$ cat src/rtl/hwag_pkg.sv
// hwag_pkg
// Shared types and constants for the hwag angle generator and its ignition
// channels.
//   ign_state_t   : ignition channel state, encoding is visible on state_o
//   HWAG_ANGLE_W  : default width of the angle bus
//   HWAG_DWELL_W  : default width of the dwell watchdog counter / limit
//   HWAATOP_RST   : reset value of the top angle (last step before wrap to 0)
package hwag_pkg;

    localparam int HWAG_ANGLE_W = 12;
    localparam int HWAG_DWELL_W = 16;

    localparam logic [HWAG_ANGLE_W-1:0] HWAATOP_RST = 12'd3839;

    typedef enum logic [1:0] {
        IDLE      = 2'd0,
        WAIT_CHRG = 2'd1,
        CHARGING  = 2'd2,
        OVERRUN   = 2'd3
    } ign_state_t;

endpackage

$ cat src/rtl/hwag_dwell_wdt.sv
// hwag_dwell_wdt
// Saturating dwell counter with a limit-match flag for one ignition channel.
//   clk      : system clock
//   rst      : synchronous active-low reset
//   clr_i    : clear the counter (takes priority over inc_i)
//   inc_i    : count one clock cycle of dwell
//   limit_i  : dwell limit in clock cycles, 0 disables the match
//   hit_o    : combinational, high in the cycle whose closing edge makes the
//              count equal to the limit, so the coil owner can drop the coil
//              on that same edge
module hwag_dwell_wdt #(
    parameter int DWELL_W = 16
) (
    input  logic               clk,
    input  logic               rst,
    input  logic               clr_i,
    input  logic               inc_i,
    input  logic [DWELL_W-1:0] limit_i,
    output logic               hit_o
);

    logic [DWELL_W-1:0] cnt_q;
    logic [DWELL_W-1:0] cnt_d;
    logic [DWELL_W:0]   cntPlusOne;

    // Next count: clear wins, otherwise count up and stick at all-ones.
    always_comb begin
        cnt_d = cnt_q;
        if (clr_i) begin
            cnt_d = '0;
        end else if (inc_i && (cnt_q != {DWELL_W{1'b1}})) begin
            cnt_d = cnt_q + 1'b1;
        end
    end

    // Counter register.
    always_ff @(posedge clk) begin
        if (!rst) begin
            cnt_q <= '0;
        end else begin
            cnt_q <= cnt_d;
        end
    end

    // Widened by one bit so the compare stays correct when the limit is all-ones.
    assign cntPlusOne = {1'b0, cnt_q} + {{DWELL_W{1'b0}}, 1'b1};
    assign hit_o      = inc_i && (limit_i != '0) && (cntPlusOne >= {1'b0, limit_i});

endmodule

$ cat src/rtl/hwag_ign_ch.sv
// hwag_ign_ch
// One ignition coil channel driven by the hwag angle counter. The coil starts
// charging on a hit of the charge angle and fires on a hit of the fire angle;
// a dwell watchdog can force the coil off early, and loss of sync or enable
// drops the channel back to IDLE with the coil off.
//   clk, rst       : system clock, synchronous active-low reset
//   angle_i        : current angle, wraps from HWAATOP to 0
//   angle_stb_i    : angle_i stepped this cycle
//   sync_i, en_i   : angle valid flag and channel enable
//   chrg_ang_i     : charge-start angle (pending, via cfg_ld_i)
//   fire_ang_i     : fire angle (pending, via cfg_ld_i)
//   max_dwell_i    : dwell limit in clk cycles, 0 = no limit (pending)
//   cfg_ld_i       : latch the three config inputs into the pending registers
//   coil_o         : registered coil drive
//   chrg_ev_o, fire_ev_o, ovr_ev_o : one-cycle event pulses
//   state_o        : current ign_state_t encoding
module hwag_ign_ch
    import hwag_pkg::*;
#(
    parameter int ANGLE_W = HWAG_ANGLE_W,
    parameter int DWELL_W = HWAG_DWELL_W
) (
    input  logic               clk,
    input  logic               rst,
    input  logic [ANGLE_W-1:0] angle_i,
    input  logic               angle_stb_i,
    input  logic               sync_i,
    input  logic               en_i,
    input  logic [ANGLE_W-1:0] chrg_ang_i,
    input  logic [ANGLE_W-1:0] fire_ang_i,
    input  logic [DWELL_W-1:0] max_dwell_i,
    input  logic               cfg_ld_i,
    output logic               coil_o,
    output logic               chrg_ev_o,
    output logic               fire_ev_o,
    output logic               ovr_ev_o,
    output logic [1:0]         state_o
);

    ign_state_t         state_q;
    logic               coil_q;
    logic               chrgEv_q;
    logic               fireEv_q;
    logic               ovrEv_q;

    logic [ANGLE_W-1:0] chrgAngPend_q;
    logic [ANGLE_W-1:0] fireAngPend_q;
    logic [DWELL_W-1:0] maxDwellPend_q;
    logic [ANGLE_W-1:0] chrgAngAct_q;
    logic [ANGLE_W-1:0] fireAngAct_q;
    logic [DWELL_W-1:0] maxDwellAct_q;

    logic               chrgHit;
    logic               fireHit;
    logic               wdtHit;
    logic               inCharge;

    // Pending config: captured whenever software strobes a load.
    always_ff @(posedge clk) begin
        if (!rst) begin
            chrgAngPend_q  <= '0;
            fireAngPend_q  <= '0;
            maxDwellPend_q <= '0;
        end else if (cfg_ld_i) begin
            chrgAngPend_q  <= chrg_ang_i;
            fireAngPend_q  <= fire_ang_i;
            maxDwellPend_q <= max_dwell_i;
        end
    end

    // Active config only follows pending while no charge is in progress, so a
    // reload can never move the spark of the current charge.
    always_ff @(posedge clk) begin
        if (!rst) begin
            chrgAngAct_q  <= '0;
            fireAngAct_q  <= '0;
            maxDwellAct_q <= '0;
        end else if ((state_q == IDLE) || (state_q == WAIT_CHRG)) begin
            chrgAngAct_q  <= chrgAngPend_q;
            fireAngAct_q  <= fireAngPend_q;
            maxDwellAct_q <= maxDwellPend_q;
        end
    end

    // Plain equality on the stepped angle also covers charge/fire across the wrap.
    assign chrgHit  = angle_stb_i && (angle_i == chrgAngAct_q);
    assign fireHit  = angle_stb_i && (angle_i == fireAngAct_q);
    assign inCharge = (state_q == CHARGING);

    hwag_dwell_wdt #(
        .DWELL_W (DWELL_W)
    ) u_wdt (
        .clk     (clk),
        .rst     (rst),
        .clr_i   (!inCharge),
        .inc_i   (inCharge),
        .limit_i (maxDwellAct_q),
        .hit_o   (wdtHit)
    );

    // Channel FSM with registered coil and event outputs. Sync/enable loss is
    // checked first so it overrides any hit, and a fire hit is checked before
    // the watchdog so a simultaneous limit still produces a normal spark.
    always_ff @(posedge clk) begin
        if (!rst) begin
            state_q  <= IDLE;
            coil_q   <= 1'b0;
            chrgEv_q <= 1'b0;
            fireEv_q <= 1'b0;
            ovrEv_q  <= 1'b0;
        end else begin
            chrgEv_q <= 1'b0;
            fireEv_q <= 1'b0;
            ovrEv_q  <= 1'b0;
            if (!sync_i || !en_i) begin
                state_q <= IDLE;
                coil_q  <= 1'b0;
            end else begin
                case (state_q)
                    IDLE: begin
                        state_q <= WAIT_CHRG;
                    end
                    WAIT_CHRG: begin
                        if (chrgHit && (chrgAngAct_q != fireAngAct_q)) begin
                            state_q  <= CHARGING;
                            coil_q   <= 1'b1;
                            chrgEv_q <= 1'b1;
                        end
                    end
                    CHARGING: begin
                        if (fireHit) begin
                            state_q  <= WAIT_CHRG;
                            coil_q   <= 1'b0;
                            fireEv_q <= 1'b1;
                        end else if (wdtHit) begin
                            state_q <= OVERRUN;
                            coil_q  <= 1'b0;
                            ovrEv_q <= 1'b1;
                        end
                    end
                    OVERRUN: begin
                        if (fireHit) begin
                            state_q <= WAIT_CHRG;
                        end
                    end
                    default: begin
                        state_q <= IDLE;
                        coil_q  <= 1'b0;
                    end
                endcase
            end
        end
    end

    assign coil_o    = coil_q;
    assign chrg_ev_o = chrgEv_q;
    assign fire_ev_o = fireEv_q;
    assign ovr_ev_o  = ovrEv_q;
    assign state_o   = state_q;

endmodule

$ cat config.mk
export PLATFORM = sky130hd
export DESIGN_NAME = hwag_ign_ch
export DESIGN_NICKNAME = d
export VERILOG_FILES = /design/src/rtl/hwag_pkg.sv /design/src/rtl/hwag_dwell_wdt.sv /design/src/rtl/hwag_ign_ch.sv
export SDC_FILE = /design/constraint.sdc
export NUM_CORES = 1
export LEC_CHECK = 0
export CAP_MARGIN = 5
export CORE_MARGIN = 2
export CORE_UTILIZATION = 55
export DETAILED_ROUTE_END_ITERATION = 7
export PLACE_DENSITY = 0.88
export REMOVE_ABC_BUFFERS = 1
export SKIP_LAST_GASP = 1
export SYNTH_ARGS = -nofsm -noshare
export SYNTH_HDL_FRONTEND = slang
export SYNTH_SLANG_ARGS = --single-unit
$ cat constraint.sdc
create_clock -name clk -period 6.45 [get_ports clk]
set_input_delay 1.29 -clock clk [delete_from_list [all_inputs] [get_ports clk]]
set_output_delay 1.29 -clock clk [all_outputs]
set_load 0.005 [all_outputs]
Word-level counts from Yosys, hierarchy flattened
Index checks and enable logic that the tools add are counted.

storage, ports and cells
  input port bits = 58
  memory bits (read-only) = 0
  RAM bits = 0
  memories kept = 0
  latch bits = 0
  bits in registers = 102
  word-level logic and storage cells = 60
  output and inout port bits = 6

operators by class
  reduce and logical (&&, ||, !) cells = 20
  div/mod/pow operators = 0
  multiplexer cells = 12
  add/sub/neg operators = 2
  bitwise gates (word level) = 3
  $mul = 0
  equality and inequality tests = 10
  $lt $le $gt $ge = 1
  shift operators = 0

operators with widths
  cell                                           count
  == test 12 bit                                 2
  adder 16 x 1 -> 17 bit, second input constant  1
  greater-or-equal comparator 17 x 16 -> 1 bit   1
  adder 16 x 1 -> 16 bit, second input constant  1
  != test 16 bit, second input constant          1
  nonzero test 16 bit                            1
  != test 12 bit                                 1
  two-way mux 2 bit                              4
  case mux 2 bit (4 select lines)                1
  logical AND 1 bit                              6
  two-way mux 1 bit                              6
  AND reduction 3 bit                            2
  OR reduction 3 bit                             2
  == test 2 bit, second input constant           2
  OR reduction 4 bit                             1
  != test 3 bit, second input constant           1
  inverter 1 bit                                 3
  == test 2 x 1 -> 1 bit, second input constant  1
  logical NOT 1 bit                              2
  logical NOT 2 bit                              1
  logical OR 1 bit                               2
  != test 2 x 1 -> 1 bit, second input constant  1
  != test 2 bit, second input constant           1
  case mux 1 bit (2 select lines)                1
  3 further kinds                                3

Depth between registers and ports, before layout
  depth in word-level cells = 6
  depth in mapped cells = 13
  depth with buffers taken out = 13

Modules after synthesis
Synthesis repeated with hierarchy kept, for this count alone.

second synthesis, totals
  cell total of the unflattened synthesis = 574
  area, all modules = 5188.7 sq um

by module, submodules not included
  module          seq. area each (sq um)  cells an instance  instances  area each (sq um)
  hwag_ign_ch     1721.7                  394                1          3696.0
  hwag_dwell_wdt  320.3                   180                1          1492.7

Worst setup path before layout
OpenSTA, ideal clock, no wires.

  path type = reg2reg
  start point = register u_wdt.cnt_q[0]
  end point = register state_q[0] (netlist: state_o[0])
  required time = 6378 ps
  library setup time = 72 ps
  arrival time = 2765 ps
  path buffers = 1
  cell stages (with the launch flop) = 13
  period minus slack after synthesis = 2837 ps
  setup slack = 3613 ps
  path through = dfxtp_1 -> ha_1 -> and4_1 -> buf_4 -> and2_1 -> xor2_1 -> ha_1 -> nand4_1 -> nor4_1 -> o31ai_1 -> a31o_1 -> a311oi_2 -> mux2i_1

between the ends
  cells in the longest elaborated chain, start to end = 5

RTL lines
  item                                          RTL line              RTL
  start, declared                               hwag_dwell_wdt.sv:22  logic [DWELL_W-1:0] cnt_q;
  start signal, assigned                        hwag_dwell_wdt.sv:41  cnt_q <= cnt_d;
  adder 16 x 1 -> 17 bit                        hwag_dwell_wdt.sv:46  assign cntPlusOne = {1'b0, cnt_q} + {{DWELL_W{1'b0}}, 1'b1};
  net u_wdt.cntPlusOne[12]                      hwag_dwell_wdt.sv:24  logic [DWELL_W:0] cntPlusOne;
  greater-or-equal comparator 17 x 16 -> 1 bit  hwag_dwell_wdt.sv:47  assign hit_o = inc_i && (limit_i != '0) && (cntPlusOne >= {1'b0, limit_i});
  logical AND 1 bit                             hwag_dwell_wdt.sv:47
  != test 3 bit (no line)                       n/a
  AND reduction 3 bit (no line)                 n/a
  end signal, assigned                          hwag_ign_ch.sv:106    state_q <= IDLE;
  end signal, assigned                          hwag_ign_ch.sv:116    state_q <= IDLE;
  end signal, assigned                          hwag_ign_ch.sv:121    state_q <= WAIT_CHRG;
  end, declared                                 hwag_ign_ch.sv:40     ign_state_t state_q;

The timed path passes the listed nets, and every way through them passes these cells.
A chain may end at the register's enable or synchronous reset.

Final worst setup path
  start point = register u_wdt.cnt_q[0]
  end point = register state_q[1] (netlist: state_o[1])

Same word-level chain as after synthesis.

==> impl_metrics.tcl <==
set metrics [dict create \
    crit_buf_inv 0 \
    power.leakage_uw 0.00227 \
    fmax_mhz 279 \
    cp.arrival_ns 3.89 \
    syn_to_final_growth_pct 17.6 \
    drt_pass1_iterations 6 \
    power_switching_uw 316 \
    ys.flop_type "dfxtp_1" \
    grt_pass1_wl_um 18100 \
    rsz0062_at_grt "no" \
    crit_type "reg2reg" \
    synth_warnings 0 \
    end_kind "register" \
    gp_congestion 0.843 \
    viasPerCell 5.51 \
    synth_edf_count 0 \
    seqPwrFrac_pct 54.6 \
    nets 668 \
    drv_slew 0 \
    drive_gt1_share_pct 3.89 \
    worstMarginPinSlew_ns 1.25 \
    period_minus_slack_ns 3.58 \
    die-area_um2 9720 \
    clk_latency_ns 0.38 \
    p_clk_share_pct 33.8 \
    worst_slack_ns 2.87 \
    htreeDepth 3 \
    finalHoldViolations 0 \
    synth_cell_types 41 \
    intPower_uw 921 \
    slowest_delay_ns 0.54 \
    required_ns 6.76 \
    die_h_um 98.6 \
    drt-total-wl_um 10600 \
    cts_buffers 9 \
    coreArea_um2 8680 \
    crit_top_cell "ha_1" \
    clock_sinks 102 \
    worstHoldPathType "reg2reg" \
    pre_cts_ws_ns 2.91 \
    grt_pass1_vias 3809 \
    hpwl_um 7690 \
    wire_per_inst_um 15.1 \
    grt_max_degree 54 \
    place.port_buffers 63 \
    placed_cell_area_um2 5580 \
    p_comb_share_pct 11.6 \
    path_clk_slew_ns 0.10 \
    drcViolationCount 0 \
    critPathLaunchType "register" \
    fin_setup_tns_ns 0 \
    fp-row-count 34 \
    async_reset_ff_share_pct 0 \
    setup_violations 0 \
    die_w_um 98.6 \
    avgSynthCellArea_um2 9.11 \
    peakVddDrop_v 0.000130 \
    vias 3855 \
    cts_hold_buf 0 \
    path_delay_family "simple AND/OR/NAND/NOR gates" \
    timing.hold.ws_ns 0.473 \
    maxCapViolCount 0 \
    pwr_density_cell_nw_per_um2 214 \
    post_cts_buffers 0 \
    nFillCells 713 \
    diodes 0 \
    ant_nets 0 \
    grt_antenna_before_repair 0 \
    grt_overflow_total 0 \
    slew_headroom_pct 16.8 \
    status "complete, no violations" \
    ys_seq_area_share_pct 41.5 \
    switching_share_pct 25.5 \
    critPathMaxFanout 9 \
    clk_path_buf_depth 2 \
    ys_ff_latch 102 \
    initial_core_util_pct 56.7 \
    final_cell_area_um2 5790 \
    worst_path_max_delay_cell "nor4_1" \
    pin_count 64 \
    crit_chain "ha_1 -> and4_1 -> nand3_1 -> xnor2_1 -> ha_1 -> nand4_1 -> nor4_1 -> o31ai_1 -> a31o_1 -> a311oi_2 -> mux2i_1" \
    fin_crit_sh_pct 55.6 \
    ctsResizeCount 0 \
    drt_iter0_drc 190 \
    synth_area_um2 4920 \
    grt_usage_pct 22.8 \
    cts_tree "yes" \
    syn_inst 540 \
    finClkSkew_ns 0.0134 \
    root_buffer "clkbuf_8" \
]
==> final cells by class <==
type / instances / area [µm²] / area share [%]
Timing Repair Buffer: 64 / 628 / 10.9
Inverter: 24 / 90.1 / 1.56
Tap cell: 108 / 135 / 2.34
Multi-Input combinational cell: 387 / 2690 / 46.5
Clock inverter: 6 / 77.6 / 1.34
Clock buffer: 9 / 124 / 2.14
Sequential cell: 102 / 2040 / 35.3
==> synth_stat cells, types with 2 or more instances <==
cell type | n | area share [%]
dfxtp_1 | 102 | 42
nand2_1 | 90 | 6.9
nor2b_1 | 45 | 5.7
mux2i_1 | 43 | 8.7
a21boi_0 | 40 | 6.1
xnor2_1 | 39 | 6.9
clkbuf_1 | 24 | 1.8
inv_1 | 24 | 1.8
ha_1 | 22 | 5.6
nand3_1 | 13 | 1.3
nand4_1 | 12 | 1.5
xor2_1 | 12 | 2.1
nor2_1 | 11 | 0.84
a21oi_1 | 10 | 1.0
and3_1 | 6 | 0.76
a31oi_1 | 5 | 0.64
or4_1 | 4 | 0.61
and2_1 | 3 | 0.38
and4_1 | 3 | 0.53
nor4_1 | 3 | 0.38
o21ba_1 | 3 | 0.61
or3_1 | 3 | 0.38
a21o_1 | 2 | 0.31
a311oi_1 | 2 | 0.36
o21ai_0 | 2 | 0.20
o31ai_1 | 2 | 0.31
==> placed cells by master, fill, tap and decap left out, types with 4 or more instances in the layout <==
cell             count
nor2_1              10
nand3_1             13
clkdlybuf4s50_1     61
a21boi_0            40
inv_1               24
nand2_1             90
or4_1                4
clkbuf_8             9
nor2b_1             45
xor2_1              12
mux2i_1             43
dfxtp_1            102
a31oi_1              5
xnor2_1             39
ha_1                22
a21oi_1             10
and3_1               6
nand4_1             12
==> routing by layer <==
layer	part of all wire (%)	up-vias	global-route usage, %
met5	0	-	0
met4	2.3	0	7.48
met3	5.2	30	5.11
met2	48	116	37.9
met1	45	1798	29.6
li1	-	1911	-
==> cells by family (layout without fill, tap and decap cells) <==
kind of cell,after synthesis,in the layout,synth area share [%]
simple gates,197,197,19.9
flops,102,102,41.5
compound gates,74,74,11.1
buf+inv,51,103,3.99
mux,43,43,8.75
fa+ha+maj,22,22,5.60
xor+xnor,51,51,9.08
==> per-stage QoR <==
| stage | total power [µW] | util (%) | std cells |
|---|---|---|---|
| final | 1240 | 66.7 | 700 |
| after global routing | 1280 | 66.7 | 700 |
| after CTS | 1240 | 66.7 | 700 |
| after detailed placement | 832 | 64.3 | 685 |
| after global placement | 825 | 64.3 | 685 |
| after floorplan | 760 | - | 513 |
==> state kept, by name (all words and copies together), names as in the netlist <==
register / flops
fire_ev_o: 1
fireAngAct_q: 12
maxDwellPend_q: 16
chrgAngAct_q: 12
chrgAngPend_q: 12
ovr_ev_o: 1
coil_o: 1
u_wdt.cnt_q: 16
maxDwellAct_q: 16
state_o: 2
chrg_ev_o: 1
fireAngPend_q: 12
==> worst reg2reg max path, stage by stage (launching register included) <==
cell	delay, ns
dfxtp_1	0.45
ha_1	0.27
and4_1	0.42
nand3_1	0.16
xnor2_1	0.18
ha_1	0.32
nand4_1	0.19
nor4_1	0.55
o31ai_1	0.13
a31o_1	0.27
a311oi_2	0.35
mux2i_1	0.23
==> path summary, 6_finish.rpt <==
path,slack (ns),endpoint,cells after the start,start
min reg2reg,0.47,maxDwellAct_q[14]$_SDFFE_PN0P_,2,maxDwellPend_q[14]$_SDFFE_PN0P_
min,0.47,maxDwellAct_q[14]$_SDFFE_PN0P_,2,maxDwellPend_q[14]$_SDFFE_PN0P_
max,2.87,state_o[1]$_SDFFE_PP0P_,11,u_wdt.cnt_q[0]$_SDFFE_PN0P_
max reg2reg,2.87,state_o[1]$_SDFFE_PP0P_,11,u_wdt.cnt_q[0]$_SDFFE_PN0P_
==> power by group through the flow <==
stage	Clock (µW)	Sequential, µW	Combinational [µW]
final	418	675	143
after global routing	448	679	157
after CTS	421	675	143
after detailed placement	0	689	142
after global placement	0	688	137
after floorplan	0	683	77.4
Note: power is estimated with default switching activity, not from simulation.
